==> src/rtl/design_chan_pipe_top.sv <==
// Fans one input word into CHANNEL keyed lane pipelines of DEPTH mixing stages,
// reduces the lane results per run-time mode, and keeps a rolling signature and word count.
module design_chan_pipe_top #(
    parameter int WIDTH = 32,
    parameter int CHANNEL = 8,
    parameter int DEPTH = 4,
    parameter logic [WIDTH-1:0] SEED = WIDTH'(32'h0000_0001),
    parameter int SELW = (CHANNEL > 1) ? $clog2(CHANNEL) : 1
) (
    input  logic             clk,
    input  logic             rst,
    input  logic [WIDTH-1:0] in,
    input  logic             in_valid,
    input  logic [1:0]       mode,
    input  logic [SELW-1:0]  chan_sel,
    output logic [WIDTH-1:0] out,
    output logic             out_valid,
    output logic [WIDTH-1:0] sig,
    output logic [15:0]      count
);

    localparam logic [1:0] MODE_XOR  = 2'b00;
    localparam logic [1:0] MODE_ADD  = 2'b01;
    localparam logic [1:0] MODE_SEL  = 2'b10;
    localparam logic [1:0] MODE_HOLD = 2'b11;

    function automatic logic [WIDTH-1:0] rotl(input logic [WIDTH-1:0] x, input int n);
        int amt;
        amt = n % WIDTH;
        if (amt == 0) begin
            return x;
        end
        return (x << amt) | (x >> (WIDTH - amt));
    endfunction

    logic [WIDTH-1:0] key   [CHANNEL];
    logic [WIDTH-1:0] stage [CHANNEL][DEPTH];
    logic [DEPTH-1:0] vpipe;
    logic [WIDTH-1:0] red_xor;
    logic [WIDTH-1:0] red_sum;
    logic [WIDTH-1:0] red_sel;
    logic [WIDTH-1:0] reduced;
    logic             hold;

    assign hold = (mode == MODE_HOLD);

    for (genvar c = 0; c < CHANNEL; c++) begin : g_key
        assign key[c] = rotl(SEED, c);
    end

    // Out-of-range lane selects match no lane and therefore reduce to zero.
    always_comb begin
        red_xor = '0;
        red_sum = '0;
        red_sel = '0;
        for (int c = 0; c < CHANNEL; c++) begin
            red_xor = red_xor ^ stage[c][DEPTH-1];
            red_sum = red_sum + stage[c][DEPTH-1];
            if (chan_sel == SELW'(c)) begin
                red_sel = stage[c][DEPTH-1];
            end
        end
        case (mode)
            MODE_XOR: reduced = red_xor;
            MODE_ADD: reduced = red_sum;
            MODE_SEL: reduced = red_sel;
            default:  reduced = red_sel;
        endcase
    end

    // HOLD freezes the whole pipeline in place; only out_valid is forced low.
    always_ff @(posedge clk or posedge rst) begin
        if (rst) begin
            for (int c = 0; c < CHANNEL; c++) begin
                for (int k = 0; k < DEPTH; k++) begin
                    stage[c][k] <= '0;
                end
            end
            vpipe     <= '0;
            out       <= '0;
            out_valid <= 1'b0;
            sig       <= '0;
            count     <= '0;
        end else if (hold) begin
            out_valid <= 1'b0;
        end else begin
            for (int c = 0; c < CHANNEL; c++) begin
                if (in_valid) begin
                    stage[c][0] <= in ^ key[c];
                end
                for (int k = 1; k < DEPTH; k++) begin
                    stage[c][k] <= {stage[c][k-1][WIDTH-2:0], stage[c][k-1][WIDTH-1]} + WIDTH'(k);
                end
            end
            vpipe[0] <= in_valid;
            for (int k = 1; k < DEPTH; k++) begin
                vpipe[k] <= vpipe[k-1];
            end
            out_valid <= vpipe[DEPTH-1];
            if (vpipe[DEPTH-1]) begin
                out   <= reduced;
                sig   <= rotl(sig, 1) ^ reduced;
                count <= count + 16'd1;
            end
        end
    end

endmodule

==> config.mk <==
export PLATFORM = sky130hd
export DESIGN_NAME = design_chan_pipe_top
export DESIGN_NICKNAME = d
export VERILOG_FILES = /design/src/rtl/design_chan_pipe_top.sv
export SDC_FILE = /design/constraint.sdc
export NUM_CORES = 2
export LEC_CHECK = 0
export ABC_AREA = 1
export BUFFER_PORTS_ARGS = -buffer_cell sky130_fd_sc_hd__buf_2
export CAP_MARGIN = 20
export CORE_MARGIN = 4
export CORE_UTILIZATION = 60
export DETAILED_ROUTE_END_ITERATION = 6
export GPL_TIMING_DRIVEN = 0
export PLACE_DENSITY = 0.79
export SYNTH_ARGS = -nofsm -noshare
export SYNTH_HDL_FRONTEND = slang
export SYNTH_SLANG_ARGS = --single-unit
==> constraint.sdc <==
create_clock -name clk -period 56.2 [get_ports clk]
set_input_delay 11.24 -clock clk [delete_from_list [all_inputs] [get_ports clk]]
set_output_delay 11.24 -clock clk [all_outputs]
set_load 0.01 [all_outputs]
==> results.json <==
{
  "status": "finished with violations",
  "failed_checks": "design-rule violations",
  "syn_avg_cell_area_um2": 7.298,
  "h-tree-depth": 3,
  "cts_tree": "done",
  "final_antenna_net_count": 0,
  "drt_iter0_drc": 10180,
  "clkSinkCount": 837,
  "worstSetupPathType": "primary input to register",
  "endpoint_kind": "register",
  "ios": 121,
  "rsz0062_at_grt": "false",
  "die_h_um": 318.6,
  "cts.clk_slew.worst_paths_ns": 0.07,
  "startpoint_type": "primary input",
  "synth_warnings": 0,
  "cp_slowest_cell": "clkbuf_1",
  "dpl_worst_slack_ns": 41.80,
  "met1_usage_pct": 64.88,
  "min_period_over_period_pct": 25.18,
  "yosys_most_used_dff": "dfrtp_1",
  "cts_setup_buffers": 0,
  "antenna_found_initial": 25,
  "place_area_um2": 60520,
  "place_congestion": 1.198,
  "seqCellArea_um2": 20950,
  "dp_hpwl_um": 220100,
  "drc_errors": 59,
  "finalInstanceArea_um2": 64100,
  "die_w_um": 318.6,
  "slew_viol_final": 0,
  "p_total_mw": 4.127,
  "port_buffers": 119,
  "multiInputGateArea_um2": 31420,
  "pwr-share-clk_pct": 16.6,
  "worstHoldPathType": "register to register",
  "hold_viol": 0,
  "setup_viol": 0,
  "met3_usage_pct": 23.98,
  "layout-drive-gt1-share_pct": 7.089,
  "numCtsBuffers": 95,
  "path_max_fanout": 10,
  "area_delta_synth_final_pct": 10.72,
  "syn_nets": 8201,
  "ys_seq_elements": 837,
  "switching_share_pct": 53.23,
  "synth_most_common_cell": "nand2_1",
  "synthArstFlopShare_pct": 100.0,
  "fmax_ghz": 0.07067,
  "final.setup.worst_slack_ns": 42.05,
  "arrival_ns": 14.77,
  "overflow": 0,
  "initial_core_util_pct": 60.75,
  "fin_nets": 8455,
  "fin_tns_setup_ns": 0,
  "finalWirelength_um": 281700,
  "critical-path-max-stage-delay_ns": 0.81,
  "die-area_um2": 101500,
  "switching_power_mw": 2.197,
  "nFillCells": 8227,
  "synth.distinct_cells": 59,
  "grt_max_degree": 128,
  "grt_util_met2_pct": 72.80,
  "p_comb_share_pct": 62.0,
  "yosysTopAreaCell": "dfrtp_1",
  "drv_cap": 0,
  "p_leak_nw": 30.37,
  "syn_inst": 7933,
  "dr_total_vias": 61280,
  "root_buffer": "clkbuf_16",
  "p_seq_share_pct": 21.4,
  "clk_path_buf_depth": 3,
  "insertion_delay_ns": 0.72,
  "peakVddDrop_mv": 0.1029,
  "ys_seq_area_share_pct": 36.18,
  "cp_cell_sequence": "buf_2, nand2_4, clkbuf_1, clkbuf_1, clkbuf_1, nand2_1, o21ai_0",
  "hold_buffers": 0,
  "top_usage_layer": "met2",
  "cts_resized": 0,
  "crit_top_cell": "clkbuf_1",
  "worst_pin_slew_ns": 1.389,
  "yosys-top-cells-count": "nand2_1 (2157), inv_1 (1147), dfrtp_1 (837), o21ai_0 (681), nor2_1 (625)",
  "fin_crit_ns": 14.15,
  "fp-row-count": 113,
  "relSlewSlack_pct": 7.393,
  "synthTopCellsByArea": "dfrtp_1 (36%), nand2_1 (14%), inv_1 (7.4%)",
  "firstDrtPassIters": 7,
  "synthesis.area_um2": 57890,
  "pwr_density_cell_nw_per_um2": 64.38,
  "synth_edf_count": 0,
  "fin_util_pct": 67.26,
  "wire_per_inst_um": 29.50,
  "grt_pass1_vias": 56980,
  "finalClockSkew_ns": 0.03378,
  "core_um2": 95290,
  "grt_usage_pct": 54.17,
  "viasPerCell": 6.417,
  "required_ns": 56.82,
  "internal_power_mw": 1.930,
  "grt_pass1_wl_um": 394800,
  "yosysTopAreaCellShare_pct": 36.18
}
==> sequential cells by signal, indices dropped and copies added, names as in the netlist <==
| register | flops |
|---|---|
| stage | 752 |
| out | 32 |
| sig | 32 |
| count | 16 |
| vpipe | 4 |
| out_valid | 1 |
==> routing by layer <==
| layer | vias up | wire length (µm) |
|---|---|---|
| li1 | 25720 | - |
| met1 | 28500 | 93140 |
| met2 | 5494 | 107500 |
| met3 | 1554 | 47840 |
| met4 | 8 | 33160 |
| met5 | - | 56 |
==> layout make-up <==
cell class | instances | area share [%]
antenna | 18 | 0.07027
sequential | 837 | 32.68
clock buffer | 133 | 4.310
inverter | 1187 | 6.967
tap | 1265 | 2.469
timing repair buffer | 157 | 1.915
buffer | 248 | 1.667
clock inverter | 43 | 0.9018
multi-input combinational | 5661 | 49.02
==> power groups by stage <==
stage	Combinational [mW]	Sequential, mW	Clock (mW)
after floorplan	1.72	0.825	0
after global placement	2.37	0.875	0
after detailed placement	2.44	0.877	0
after CTS	2.46	0.867	0.674
after global routing	2.81	0.886	0.700
final	2.56	0.884	0.684
==> metrics by stage <==
| stage | hold WS (ns) | std cells |
|---|---|---|
| CTS | 0.4762 | 9516 |
| finish | 0.4746 | 9549 |
| floorplan | 0.4396 | 7933 |
| detailed placement | 0.4608 | 9340 |
| global placement | 0.4511 | 9317 |
| global route | 0.4898 | 9532 |
==> worst max-delay path, delay by kind of cell <==
kind	cells	cell delay [ns]
buf+inv	4	2.23
simple gates	2	0.99
compound gates	1	0.27
==> cell usage in the layout (no fill, tap or decap), types with 39 or more instances in the layout <==
cell	synthesis	routed
a21oi_1	150	150
a31oi_1	94	94
buf_2	43	162
clkbuf_1	169	184
clkbuf_16	0	97
dfrtp_1	837	837
fa_1	183	183
ha_1	45	45
inv_1	1147	1146
nand2_1	2157	2157
nand3_1	386	386
nand4_1	170	170
nor2_1	625	625
nor3_1	188	188
nor4_1	92	92
o21ai_0	681	681
o21ai_1	39	39
o22ai_1	41	41
xnor2_1	123	123
xor2_1	440	440
==> cell families after synthesis <==
logic type	Yosys count	synth area share (%)
simple gates	3819	28.85
flops	837	36.18
buf+inv	1435	9.544
xor+xnor	563	8.517
compound gates	1051	9.605
fa+ha+maj	228	7.301
==> worst paths after layout <==
path | startpoint | to | slack (ns) | cells after the start
min reg2reg | out[4] | out[4] | 0.47 | 2
max | mode[1] | stage[923] | 42.05 | 7
max in group asynchronous | rst | stage[149] | 43.53 | 5
min | out[4] | out[4] | 0.47 | 2
min in group asynchronous | rst | stage[984] | 10.66 | 2
max reg2reg | stage[2] | sig[18] | 50.52 | 22
No activity file was read; power rests on OpenSTA's default activity.
